--- src/rtl/sprite_motion_pkg.sv ---
// Shared types and constants for the sprite motion engine.
// Frame sequencer states, edge-code bit positions and playfield defaults.
package sprite_motion_pkg;

  typedef enum logic [2:0] {
    S_IDLE,
    S_WAIT_SOF,
    S_VEL_UPD,
    S_POS_UPD,
    S_LIMIT
  } state_t;

  localparam int EDGE_LEFT   = 3;
  localparam int EDGE_TOP    = 2;
  localparam int EDGE_RIGHT  = 1;
  localparam int EDGE_BOTTOM = 0;

  localparam int PIX_W = 11;
  localparam int VEL_W = 8;

  localparam int DEF_X_MIN = 33;
  localparam int DEF_X_MAX = 517;
  localparam int DEF_Y_MIN = 33;
  localparam int DEF_Y_MAX = 414;

endpackage

--- src/rtl/motion_axis.sv ---
// One axis of the motion engine: momentum, blocking, integration, clamp.
// Sequenced by phase enables from the top-level frame FSM.
module motion_axis
  import sprite_motion_pkg::*;
#(
  parameter int FRAC_BITS = 6,
  parameter int INIT      = 280,
  parameter int ACCEL     = 8,
  parameter int FRICTION  = 4,
  parameter int MAX_SPEED = 40,
  parameter int LO        = 33,
  parameter int HI        = 517
) (
  input  logic                    clk,
  input  logic                    rst_n,
  input  logic                    vel_upd_i,
  input  logic                    pos_upd_i,
  input  logic                    limit_i,
  input  logic                    key_pos_i,
  input  logic                    key_neg_i,
  input  logic                    blk_pos_i,
  input  logic                    blk_neg_i,
  input  logic                    freeze_i,
  input  logic                    tp_load_i,
  input  logic signed [PIX_W-1:0] tp_dest_i,
  output logic signed [PIX_W-1:0] pix_o,
  output logic signed [VEL_W-1:0] vel_o
);

  localparam int POS_W = PIX_W + FRAC_BITS + 1;

  typedef logic signed [POS_W-1:0] pos_t;
  typedef logic signed [VEL_W-1:0] vel_t;
  typedef logic signed [VEL_W:0]   vwide_t;

  localparam pos_t INIT_F = pos_t'(INIT * (2 ** FRAC_BITS));
  localparam pos_t LO_F   = pos_t'(LO * (2 ** FRAC_BITS));
  localparam pos_t HI_F   = pos_t'(HI * (2 ** FRAC_BITS));

  localparam vwide_t ACC_W = vwide_t'(ACCEL);
  localparam vwide_t MAX_W = vwide_t'(MAX_SPEED);
  localparam vwide_t MIN_W = vwide_t'(-MAX_SPEED);
  localparam vel_t   FRIC  = vel_t'(FRICTION);
  localparam vel_t   NFRIC = vel_t'(-FRICTION);
  localparam vel_t   VZ    = '0;

  pos_t   pos_q;
  pos_t   pos_nx;
  pos_t   pos_tp;
  pos_t   pos_cl;
  vel_t   v_q;
  vel_t   v_acc;
  vel_t   v_blk;
  vel_t   v_cl;
  vel_t   vout_q;
  vwide_t v_sum;
  logic signed [PIX_W-1:0] pix_q;

  always_comb begin
    v_sum = '0;
    v_acc = v_q;
    if (key_pos_i ^ key_neg_i) begin
      v_sum = key_pos_i ? vwide_t'(v_q) + ACC_W
                        : vwide_t'(v_q) - ACC_W;
      if (v_sum > MAX_W)
        v_acc = vel_t'(MAX_W);
      else if (v_sum < MIN_W)
        v_acc = vel_t'(MIN_W);
      else
        v_acc = vel_t'(v_sum);
    end else if (v_q > FRIC) begin
      v_acc = v_q - FRIC;
    end else if (v_q < NFRIC) begin
      v_acc = v_q + FRIC;
    end else begin
      v_acc = VZ;
    end
    v_blk = v_acc;
    if ((blk_pos_i && v_acc > VZ) ||
        (blk_neg_i && v_acc < VZ) ||
        freeze_i)
      v_blk = VZ;
  end

  assign pos_nx = pos_q + pos_t'(v_q);
  assign pos_tp = pos_t'(tp_dest_i) <<< FRAC_BITS;

  // Velocity pointing back into the field survives a clamp.
  always_comb begin
    pos_cl = pos_q;
    v_cl   = v_q;
    if (pos_q < LO_F) begin
      pos_cl = LO_F;
      if (v_q < VZ) v_cl = VZ;
    end else if (pos_q > HI_F) begin
      pos_cl = HI_F;
      if (v_q > VZ) v_cl = VZ;
    end
  end

  always_ff @(posedge clk or negedge rst_n) begin
    if (!rst_n) begin
      pos_q  <= INIT_F;
      v_q    <= VZ;
      pix_q  <= PIX_W'(INIT);
      vout_q <= VZ;
    end else begin
      if (vel_upd_i)
        v_q <= v_blk;
      if (pos_upd_i) begin
        if (tp_load_i) begin
          pos_q <= pos_tp;
          v_q   <= VZ;
        end else begin
          pos_q <= pos_nx;
        end
      end
      if (limit_i) begin
        pos_q  <= pos_cl;
        v_q    <= v_cl;
        pix_q  <= pos_cl[FRAC_BITS +: PIX_W];
        vout_q <= v_cl;
      end
    end
  end

  assign pix_o = pix_q;
  assign vel_o = vout_q;

endmodule

--- src/rtl/sprite_motion_ctrl.sv ---
// Per-frame sprite motion engine: latches collision/teleport events
// between frames, then runs a 3-phase velocity/position/limit update.
module sprite_motion_ctrl
  import sprite_motion_pkg::*;
#(
  parameter int FRAC_BITS   = 6,
  parameter int INIT_X      = 280,
  parameter int INIT_Y      = 185,
  parameter int ACCEL       = 8,
  parameter int FRICTION    = 4,
  parameter int MAX_SPEED_X = 40,
  parameter int MAX_SPEED_Y = 20,
  parameter int X_MIN       = DEF_X_MIN,
  parameter int X_MAX       = DEF_X_MAX,
  parameter int Y_MIN       = DEF_Y_MIN,
  parameter int Y_MAX       = DEF_Y_MAX
) (
  input  logic                    clk,
  input  logic                    resetN,
  input  logic                    startOfFrame,
  input  logic                    key_up,
  input  logic                    key_down,
  input  logic                    key_left,
  input  logic                    key_right,
  input  logic                    collision,
  input  logic [3:0]              HitEdgeCode,
  input  logic                    teleport_req,
  input  logic signed [PIX_W-1:0] teleport_x,
  input  logic signed [PIX_W-1:0] teleport_y,
  input  logic                    freeze,
  output logic signed [PIX_W-1:0] topLeftX,
  output logic signed [PIX_W-1:0] topLeftY,
  output logic signed [VEL_W-1:0] vel_x,
  output logic signed [VEL_W-1:0] vel_y,
  output logic                    moving,
  output logic                    frame_done
);

  state_t                  state_q;
  logic [3:0]              col_q;
  logic [3:0]              col_nxt_q;
  logic                    tp_pend_q;
  logic signed [PIX_W-1:0] tp_x_q;
  logic signed [PIX_W-1:0] tp_y_q;
  logic                    frame_done_q;
  logic [3:0]              hit;
  logic                    vel_upd;
  logic                    pos_upd;
  logic                    limit;
  logic                    tp_load;

  assign hit = collision ? HitEdgeCode : 4'b0000;

  // A hit on the SOF cycle is parked in col_nxt_q for the next frame.
  always_ff @(posedge clk or negedge resetN) begin
    if (!resetN) begin
      state_q      <= S_IDLE;
      col_q        <= '0;
      col_nxt_q    <= '0;
      tp_pend_q    <= 1'b0;
      tp_x_q       <= '0;
      tp_y_q       <= '0;
      frame_done_q <= 1'b0;
    end else begin
      frame_done_q <= 1'b0;
      unique case (state_q)
        S_IDLE: begin
          if (startOfFrame) state_q <= S_WAIT_SOF;
        end
        S_WAIT_SOF: begin
          if (teleport_req) begin
            tp_pend_q <= 1'b1;
            tp_x_q    <= teleport_x;
            tp_y_q    <= teleport_y;
          end
          if (startOfFrame) begin
            col_nxt_q <= col_nxt_q | hit;
            state_q   <= S_VEL_UPD;
          end else begin
            col_q <= col_q | hit;
          end
        end
        S_VEL_UPD: begin
          col_q     <= col_nxt_q;
          col_nxt_q <= '0;
          state_q   <= S_POS_UPD;
        end
        S_POS_UPD: begin
          tp_pend_q <= 1'b0;
          state_q   <= S_LIMIT;
        end
        S_LIMIT: begin
          frame_done_q <= 1'b1;
          state_q      <= S_WAIT_SOF;
        end
        default: state_q <= S_IDLE;
      endcase
    end
  end

  assign vel_upd = (state_q == S_VEL_UPD);
  assign pos_upd = (state_q == S_POS_UPD);
  assign limit   = (state_q == S_LIMIT);
  assign tp_load = tp_pend_q & ~freeze;

  motion_axis #(
    .FRAC_BITS (FRAC_BITS),
    .INIT      (INIT_X),
    .ACCEL     (ACCEL),
    .FRICTION  (FRICTION),
    .MAX_SPEED (MAX_SPEED_X),
    .LO        (X_MIN),
    .HI        (X_MAX)
  ) u_axis_x (
    .clk       (clk),
    .rst_n     (resetN),
    .vel_upd_i (vel_upd),
    .pos_upd_i (pos_upd),
    .limit_i   (limit),
    .key_pos_i (key_right),
    .key_neg_i (key_left),
    .blk_pos_i (col_q[EDGE_RIGHT]),
    .blk_neg_i (col_q[EDGE_LEFT]),
    .freeze_i  (freeze),
    .tp_load_i (tp_load),
    .tp_dest_i (tp_x_q),
    .pix_o     (topLeftX),
    .vel_o     (vel_x)
  );

  motion_axis #(
    .FRAC_BITS (FRAC_BITS),
    .INIT      (INIT_Y),
    .ACCEL     (ACCEL),
    .FRICTION  (FRICTION),
    .MAX_SPEED (MAX_SPEED_Y),
    .LO        (Y_MIN),
    .HI        (Y_MAX)
  ) u_axis_y (
    .clk       (clk),
    .rst_n     (resetN),
    .vel_upd_i (vel_upd),
    .pos_upd_i (pos_upd),
    .limit_i   (limit),
    .key_pos_i (key_down),
    .key_neg_i (key_up),
    .blk_pos_i (col_q[EDGE_BOTTOM]),
    .blk_neg_i (col_q[EDGE_TOP]),
    .freeze_i  (freeze),
    .tp_load_i (tp_load),
    .tp_dest_i (tp_y_q),
    .pix_o     (topLeftY),
    .vel_o     (vel_y)
  );

  assign moving     = (vel_x != '0) | (vel_y != '0);
  assign frame_done = frame_done_q;

endmodule

--- config.mk ---
export PLATFORM = sky130hd
export DESIGN_NAME = sprite_motion_ctrl
export DESIGN_NICKNAME = d
export VERILOG_FILES = /design/src/rtl/sprite_motion_pkg.sv /design/src/rtl/motion_axis.sv /design/src/rtl/sprite_motion_ctrl.sv
export SDC_FILE = /design/constraint.sdc
export NUM_CORES = 1
export LEC_CHECK = 0
export ABC_AREA = 1
export CORE_ASPECT_RATIO = 1.25
export CORE_MARGIN = 1
export CORE_UTILIZATION = 54
export DETAILED_ROUTE_END_ITERATION = 7
export PLACE_DENSITY = 0.78
export SKIP_LAST_GASP = 1
export SLEW_MARGIN = 10
export SYNTH_ARGS = -nofsm -noshare
export SYNTH_HDL_FRONTEND = slang
export SYNTH_HIERARCHICAL = 1
export SYNTH_SLANG_ARGS = --single-unit
export TNS_END_PERCENT = 10
--- constraint.sdc ---
create_clock -name clk -period 2.3 [get_ports clk]
set_input_delay 0.46 -clock clk [delete_from_list [all_inputs] [get_ports clk]]
set_output_delay 0.46 -clock clk [all_outputs]
set_load 0.1 [all_outputs]
Word-level counts from Yosys, hierarchy flattened
Cells that the tools add are included.
{ "word_totals": {"input_bits": 36, "ram_bits": 0, "word_cells": 136, "out_inout_bits": 40, "latch_bits": 0, "reg_bits": 125, "romBits": 0, "n_memories": 0} }
{ "op_classes": {"magnitude_cmp": 20, "multipliers": 0, "n_eq_ne": 10, "div_mod_pow": 0, "bitwise": 7, "n_mux": 51, "n_shift": 0, "n_reduce_logical": 21, "n_addsub": 10} }
{ "ops": {"columns": ["op", "count"], "rows": [
  ["$mux 8", 28],
  ["$mux 18", 10],
  ["$add 18x8->18", 2],
  ["$lt 18x13->1 const B", 2],
  ["$gt 8x1->1 const B", 4],
  ["$lt 8x1->1 const B", 4],
  ["$add 8x5->9 const B", 2],
  ["$gt 18x16->1 const B", 1],
  ["$gt 18x17->1 const B", 1],
  ["$mux 9", 2],
  ["$sub 8x5->9 const B", 2],
  ["$add 8x4->8 const B", 2],
  ["$gt 8x4->1 const B", 2],
  ["$lt 8x3->1 const B", 2],
  ["$pmux 4 s2", 2],
  ["$reduce_bool 8->1", 2],
  ["$sub 8x4->8 const B", 2],
  ["$pmux 3 s5", 1],
  ["$reduce_and 2->1", 7],
  ["$mux 4", 3],
  ["$gt 9x6->1 const B", 1],
  ["$gt 9x7->1 const B", 1],
  ["$lt 9x6->1 const B", 1],
  ["$lt 9x7->1 const B", 1],
  ["17 further kinds", 34]
]} }

Depth between registers and ports, before layout
Gate-level depths: netlist of run 1.
{ "logic_depth": {"ltp_word": 15, "depth_mapped": 21, "ltp_nobuf": 20} }

Modules after synthesis
Netlist of run 1, hierarchy kept.
{ "modules_own_cells": {"columns": ["module", "cells_per_inst", "instances", "seq_area_each_um2", "area_per_inst_um2"], "rows": [
  ["motion_axis at u_axis_y", 527, 1, 1138.6, 3723.6],
  ["motion_axis at u_axis_x", 513, 1, 1133.6, 3621.0],
  ["sprite_motion_ctrl", 194, 1, 875.8, 1571.5]
]} }

Worst setup path after synthesis of run 1
No wires, ideal clock.
{ "synth_timing": {"path_kind": "flip-flop to flip-flop", "start": "reg u_axis_y.v_q[3]", "end": "reg u_axis_y.v_q[6]", "path_stages_with_launch": 17, "setup_slack_ps": -63, "setup_time_ps": 124, "period_less_slack_ps": 2363, "arrival_ps": 2239, "required_ps": 2176, "cell_sequence": "dfrtp_1 inv_1 fa_1 inv_1 a21oi_1 nor2_2 nand3_2 o21ai_2 nand2_1 a21oi_2 nor2_2 nand3_2 nand2_4 nand3_1 nand2_1 nand2_1 nand2_1"} }
{ "synth_between": {"elab_chain_cells": 15} }
{ "synth_rtl": {"columns": ["item", "line_no", "text"], "rows": [
  ["start, declared", "motion_axis.sv:51", "vel_t v_q;"],
  ["start signal, assigned", "motion_axis.sv:109", "v_q <= v_blk;"],
  ["start signal, assigned", "motion_axis.sv:120", "v_q <= v_cl;"],
  ["$sub 8x5->9 / $add 8x5->9 (equally long branches)", "motion_axis.sv:64, motion_axis.sv:63", null],
  ["$mux 9", "motion_axis.sv:63", "v_sum = key_pos_i ? vwide_t'(v_q) + ACC_W"],
  ["$lt 9x6->1", "motion_axis.sv:67", "else if (v_sum < MIN_W)"],
  ["$mux 8", "motion_axis.sv:67", null],
  ["$mux 8", "motion_axis.sv:65", "if (v_sum > MAX_W)"],
  ["$mux 8", "motion_axis.sv:62", "if (key_pos_i ^ key_neg_i) begin"],
  ["$gt 8x1->1 / $lt 8x1->1 (equally long branches)", "motion_axis.sv:79, motion_axis.sv:80", null],
  ["$logic_and 1x1->1, on equally long branches", "motion_axis.sv:79, motion_axis.sv:80", null],
  ["$logic_or 1x1->1", "motion_axis.sv:79", "if ((blk_pos_i && v_acc > VZ) ||"],
  ["$logic_or 1x1->1", "motion_axis.sv:80", "(blk_neg_i && v_acc < VZ) ||"],
  ["$mux 8", "motion_axis.sv:79", null],
  ["$mux 8", "motion_axis.sv:108", "if (vel_upd_i)"],
  ["$mux 8", "motion_axis.sv:111", "if (tp_load_i) begin"],
  ["$mux 8", "motion_axis.sv:110", "if (pos_upd_i) begin"],
  ["$mux 8 *", "motion_axis.sv:118", "if (limit_i) begin"]
]} }
Mark *: on every way between the ends. The rest lies on a longest branch, timed or not.
A chain may end at the register's enable or synchronous reset.

Worst setup path in the final report of run 1
{ "layout_timing": {"start": "reg u_axis_y.v_q[4]", "end": "reg u_axis_y.v_q[0]"} }
The elaborated chain is that of the path after synthesis.

==> run_results.csv, run 1 <==
group,metric,value,unit
synth,yosysSeqAreaShare,35.3,%
layout,drive_gt1_share,23.1,%
floorplanning,ioPinCount,76,
place,io_buffer_count,75,
pwr,powerDensity,1680,mW/mm^2
clock_tree,ctsHtreeMaxLevel,4,
timing,slew_headroom,41.3,%
outcome,status,"finished with violations",
grt,grt_pass1_wl,41200,um
timing,fin_skew,7.87,ps
synth,syn_avg_cell_area,7.23,um^2
worst_setup_path,cp.arrival,2760,ps
synth,synthMostInstantiatedCell,"nand2_1",
floorplanning,die-area,0.0170,mm^2
synth,ys.flop_type,"dfrtp_1",
timing,fin_ws,-98.1,ps
job,cap_viol_max_count,0,
pwr,p_leak,6.11,nW
layout,stdcell_area,0.0115,mm^2
layout,diodes,0,
timing,setup-tns-final,-889,ps
layout,syn_to_final_growth,29.4,%
floorplanning,core_region_area,0.0162,mm^2
synth,yosys_register_bits,125,
clock_tree,clk_pin_slew,60,ps
timing,min_period_over_period,104,%
synth,synth-async-reset-ratio,100,%
timing,maxSlewViolCount,0,
clock_tree,worstSkewPairLatency,430,ps
worst_setup_path,required,2660,ps
grt,antenna_found_initial,0,
place,placedCellCount,1621,
drt,via_per_inst,5.47,
pwr,max-vdd-ir-drop,0.000933,V
grt,grt_max_degree,46,
synth,synth_top_area_share,30.6,%
worst_setup_path,critPathKind,"flop to flop",
floorplanning,placementRows,52,
synth,syn_area,0.00892,mm^2
clock_tree,cts_buffers,17,
floorplanning,die_h,146,um
layout,final_nets,1526,
synth,yosys-top-cells-area,"dfrtp_1, nand2_1, ha_1",
layout,fill_cells,1303,
clock_tree,cts_buffer_depth,2,
layout,fin_cells,1660,
worst_setup_path,crit_fanout,8,
drt,detail_route.iter0.violations,498,
place,placed_area,0.0106,mm^2
synth,yosys_warnings,6,
drt,drc,0,
worst_setup_path,critPathLaunchType,"flop",
place,gp_congestion,0.933,
clock_tree,clock_sinks,125,
synth,synth_cells,1234,
grt,grt_pass1_vias,8978,
drt,drt_wl_total,25300,um
synth,yosys-top-cells-count,"nand2_1, inv_1, dfrtp_1, nand3_1, nor2_1",
timing,tightest_slew,881,ps
clock_tree,cts_tree,"built",
timing,fin_crit,2400,ps
grt,grt_usage,31.0,%
worst_setup_path,r2r_slack,-100,ps
outcome,violations,"setup timing",
clock_tree,root_buffer,"clkbuf_16",
drt,ant_nets,0,
floorplanning,chipWidth,117,um
timing,max_freq,417,MHz
grt,grt-ovfl-total,0,
place,place_ws,-830,ps
timing,setup_viol_count_final,22,
drt,first_pass_iters,5,
floorplanning,initial_core_util,55.0,%
synth,synth_edf_count,0,
drt,vias,9088,
synth,synth_nets,1329,
drt,routedWlPerCell,15.2,um
timing,rsz0062_at_grt,"yes",
synth,yosys.area.top_type,"dfrtp_1",
timing,finalHoldViolCount,0,
synth,synth_cell_type_count,53,
worst_setup_path,end_kind,"flop",
place,dp_hpwl,18600,um
hold_path,min_path_type,"flop to flop",
final cells by class:
type | count | area [um^2] | share of cell area, %
Multi-Input combinational cell | 948 | 5290 | 45.8
Tap cell | 216 | 270 | 2.34
Timing Repair Buffer | 203 | 1670 | 14.5
Inverter | 136 | 517 | 4.48
Clock buffer | 17 | 425 | 3.69
Sequential cell | 125 | 3160 | 27.3
Clock inverter | 15 | 211 | 1.83
final timing paths:
kind / from / end / depth (start not counted)
setup / recovery: u_axis_y/v_q[4]$_DFF_PN0_ / u_axis_y/v_q[0]$_DFF_PN0_ / 17
hold / removal: u_axis_y/pix_o[7]$_DFFE_PN1P_ / u_axis_y/pix_o[7]$_DFFE_PN1P_ / 2
setup reg to reg: u_axis_y/v_q[4]$_DFF_PN0_ / u_axis_y/v_q[0]$_DFF_PN0_ / 17
hold reg to reg: u_axis_y/pix_o[7]$_DFFE_PN1P_ / u_axis_y/pix_o[7]$_DFFE_PN1P_ / 2
max in group asynchronous: resetN / u_axis_y/v_q[3]$_DFF_PN0_ / 3
min in group asynchronous: resetN / u_axis_x/pos_q[15]$_DFFE_PN0P_ / 2
registers in the layout, summed over array words and instances (netlist names), 8 cells and up:
register / flops
u_axis_y/pix_o: 11
u_axis_y/pos_q: 18
u_axis_x/pos_q: 18
u_axis_x/v_q: 8
u_axis_x/vel_o: 8
u_axis_x/pix_o: 11
u_axis_y/vel_o: 8
tp_x_q: 11
tp_y_q: 11
u_axis_y/v_q: 8
placed cells by master (no fill, tap or decap), types with 5 or more instances in the layout:
master,count
clkdlybuf4s50_1,32
clkbuf_16,17
inv_1,115
nand4_1,15
inv_2,16
o22ai_1,6
o21ai_0,69
buf_12,5
o31ai_1,7
nor3_1,6
ha_1,51
nor2_2,10
dfrtp_1,103
dfrtp_2,6
nor2_1,97
nand2_4,10
nand2_2,14
nand3_2,16
dfstp_2,16
nand3b_1,5
nand2_1,367
xor2_1,8
nand3_1,94
o21ai_1,22
o211ai_1,11
xnor2_1,6
buf_4,162
a21oi_1,69
a21oi_2,12
kinds of logic after synthesis:
kind of cell	Yosys count	share of synthesized area, %
flip-flops	125	35.3
adder cells (fa/ha/maj)	59	8.62
AO/OA/AOI/OAI	224	14.6
AND/OR/NAND/NOR	649	32.1
buffers and inverters	161	7.54
XOR/XNOR	16	1.87
repair_timing:
item	in CTS	in global routing
gates resized for setup	15	41
endpoints found under the hold margin	23	0
pin swaps	1	13
endpoints found under the setup margin	23	43
buffers inserted	3	3
hold buffers	1	0
report_power, final:
group | internal [W] | switching [W] | total, W
registers | 0.00317 | 0.000804 | 0.00397
clock network | 0.00183 | 0.00110 | 0.00293
logic | 0.00432 | 0.00818 | 0.0125
critical path, stage by stage, from the launching register on:
cell	delay [ps]
dfrtp_2	450
inv_2	100
fa_2	450
inv_2	80
a21oi_2	30
nor2_2	110
nand3_2	110
o21ai_4	170
nand2_1	80
nand2_2	80
nand3_2	70
nor2_2	100
nand3_2	90
nand2_4	120
nand3_1	100
nand2_1	70
nand2_1	50
nand2_1	70
layer usage:
metal	share of wire, %	global-route usage (%)
met1	40	35.1
met2	51	53.6
met3	4.6	5.91
met4	4.8	18.0
met5	0	0
per-stage QoR:
step	power [W]	hold WS, ps	util (%)
2_1_floorplan	0.0121	164	-
3_3_place_gp	0.0156	435	65.7
3_5_place_dp	0.0158	439	65.7
4_1_cts	0.0190	471	70.1
5_1_grt	0.0208	493	71.2
6_report	0.0194	469	71.2
(Power assumes the default switching activity.)
==> run 2, diff against run 1 <==
Settings changed: CORE_UTILIZATION 54 to 55, CTS_BUF_LIST set to sky130_fd_sc_hd__clkbuf_8, PLACE_DENSITY 0.78 to 0.79.
==> run 2 against run 1 <==
  * The flow still finishes with violations (setup timing)
  * Clock skew increased by 6.1 ps
  * Wire length down 3.0%
  * First-iteration DRC count up 51%
  * Global-route usage fell by 0.37 points
  * Setup slack worse by 7.1 ps
  * Critical path type unchanged
==> run_results.csv, run 2 (synthesis results as in run 1) <==
group,metric,value,unit
drt,via_per_inst,5.52,
worst_setup_path,critPathMaxStageDelay,490,ps
floorplanning,placementRows,51,
layout,reg_top3,"u_axis_x/pos_q (18), u_axis_y/pos_q (18)",
place,dp_hpwl,18200,um
worst_setup_path,crit_fanout,8,
floorplanning,chipWidth,116,um
layout,layout.cells.most_common,"nand2_1",
job,cap_viol_max_count,0,
hold_path,min_path_type,"input pin to async pin",
drt,drc,0,
clock_tree,ctsHtreeMaxLevel,4,
pwr,power,0.0186,W
clock_tree,worstSkewPairLatency,450,ps
clock_tree,cts_buffer_depth,2,
timing,finalHoldViolCount,0,
timing,tightest_slew,456,ps
floorplanning,initial_core_util,56.8,%
place,gp_congestion,0.957,
grt,grt_pass1_vias,8651,
timing,setup_viol_count_final,23,
pwr,p_leak,5.98,nW
layout,fin_cells,1649,
clock_tree,clock_sinks,125,
pwr,powerDensity,1640,mW/mm^2
worst_setup_path,required,2670,ps
timing,slew_headroom,69.5,%
worst_setup_path,critPathMostFrequentCell,"nand2_2",
layout,diodes,0,
clock_tree,clk_pin_slew,80,ps
drt,detail_route.iter0.violations,754,
outcome,violations,"setup timing",
clock_tree,cts_buffers,17,
clock_tree,cts_tree,"built",
worst_setup_path,crit_buf_inv,1,
timing,fin_skew,14.0,ps
place,placedCellCount,1610,
worst_setup_path,end_kind,"flop",
layout,syn_to_final_growth,27.5,%
drt,first_pass_iters,6,
timing,max_freq,416,MHz
grt,grt_max_degree,48,
timing,min_period_over_period,105,%
layout,layout_common_cells,"nand2_1, buf_4, inv_1, dfrtp_1, nor2_1",
grt,grt_usage,30.7,%
outcome,status,"finished with violations",
layout,drive_gt1_share,23.5,%
worst_setup_path,critPathKind,"flop to flop",
floorplanning,die-area,0.0167,mm^2
place,io_buffer_count,75,
clock_tree,root_buffer,"clkbuf_8",
worst_setup_path,path_cells,"inv_4 -> fa_2 -> nand2_2 -> nand2_2 -> nor2_2 -> nand2_1 -> nand3_4 -> nand2_2 -> nand2_1 -> nand2_2 -> nand2_2 -> nand2_2 -> nor2_2 -> nand3_2 -> nand2_4 -> nand3_1 -> nand2_1 -> nand2_1 -> nand2_1",
grt,antenna_found_initial,0,
pwr,max-vdd-ir-drop,0.00108,V
timing,fin_ws,-105,ps
drt,drt_wl_total,24600,um
worst_setup_path,cpMaxStageDelayCell,"dfrtp_2",
floorplanning,core_region_area,0.0157,mm^2
floorplanning,die_h,144,um
layout,final_nets,1519,
worst_setup_path,critPathLaunchType,"flop",
timing,maxSlewViolCount,0,
drt,ant_nets,0,
drt,routedWlPerCell,14.9,um
floorplanning,ioPinCount,76,
worst_setup_path,path_delay_family,"simple AND/OR/NAND/NOR gates",
grt,grt_pass1_wl,40100,um
grt,grt-ovfl-total,0,
drt,vias,9102,
timing,rsz0062_at_grt,"yes",
timing,fin_crit,2410,ps
worst_setup_path,cp.arrival,2780,ps
run 2: changes by cell type in the layout (fill, tap and decap cells not counted), sizes merged:
cell | before | now
bufinv | 4 | 5
clkinvlp | 3 | 1
clkinv | 7 | 12
dlygate4sd2 | 0 | 1
inv | 137 | 132
buf | 168 | 161
run 2: stage by stage:
stage	setup slack (ps)	area (um^2)	hold slack, ps	TNS (ps)	utilization (%)
detailed placement	-681	10600	381	-10590	67.5
global route	-244	11400	477	-5850	72.4
floorplan	9.21	8920	164	0	-
finish	-105	11400	460	-1560	72.4
CTS	-59.3	11200	439	-416	71.3
global placement	-583	10600	380	-9120	67.5
run 2: layout make-up:
type / count / area, um^2
inverters: 136 / 515
multi-input cells: 948 / 5340
fillers: 1239 / 4330
flip-flops and latches: 125 / 3160
clock inverters: 14 / 216
clock buffers: 18 / 248
well taps: 212 / 265
repair buffers: 196 / 1630
run 2: metal layers:
layer	vias up	track usage [%]	routed length (um)
li1	4452	-	-
met1	4233	35.3	9790
met2	335	55.6	12700
met3	82	5.20	1230
met4	0	12.9	877
met5	-	0	0
run 2: report_power, final:
| group | internal, W | total, W | switching (W) |
|---|---|---|---|
| Sequential | 0.00316 | 0.00395 | 0.000788 |
| Combinational | 0.00427 | 0.0125 | 0.00819 |
| Clock | 0.00132 | 0.00225 | 0.000924 |
| Total | 0.00875 | 0.0186 | 0.00990 |
run 2: timing repair:
action                                  CTS  global route
setup buffers                             4             2
hold buffers                              1             0
pin swaps                                10            31
gates resized for setup                  23            43
hold endpoints to repair                 18             0
endpoints found under the setup margin   24            34
run 2: path summary, 6_finish.rpt:
kind                                               start                              to  slack [ps]  cells past startpoint
setup / recovery               u_axis_x/v_q[4]$_DFF_PN0_       u_axis_x/v_q[0]$_DFF_PN0_        -110                     19
hold / removal                                    resetN  u_axis_x/pos_q[13]$_DFFE_PN0P_         460                      2
max in group asynchronous                         resetN  u_axis_y/pos_q[10]$_DFFE_PN1P_        1230                      3
hold reg to reg            u_axis_y/pix_o[4]$_DFFE_PN1P_   u_axis_y/pix_o[4]$_DFFE_PN1P_         470                      2
min in group clk           u_axis_y/pix_o[4]$_DFFE_PN1P_   u_axis_y/pix_o[4]$_DFFE_PN1P_         470                      2
setup reg to reg               u_axis_x/v_q[4]$_DFF_PN0_       u_axis_x/v_q[0]$_DFF_PN0_        -110                     19
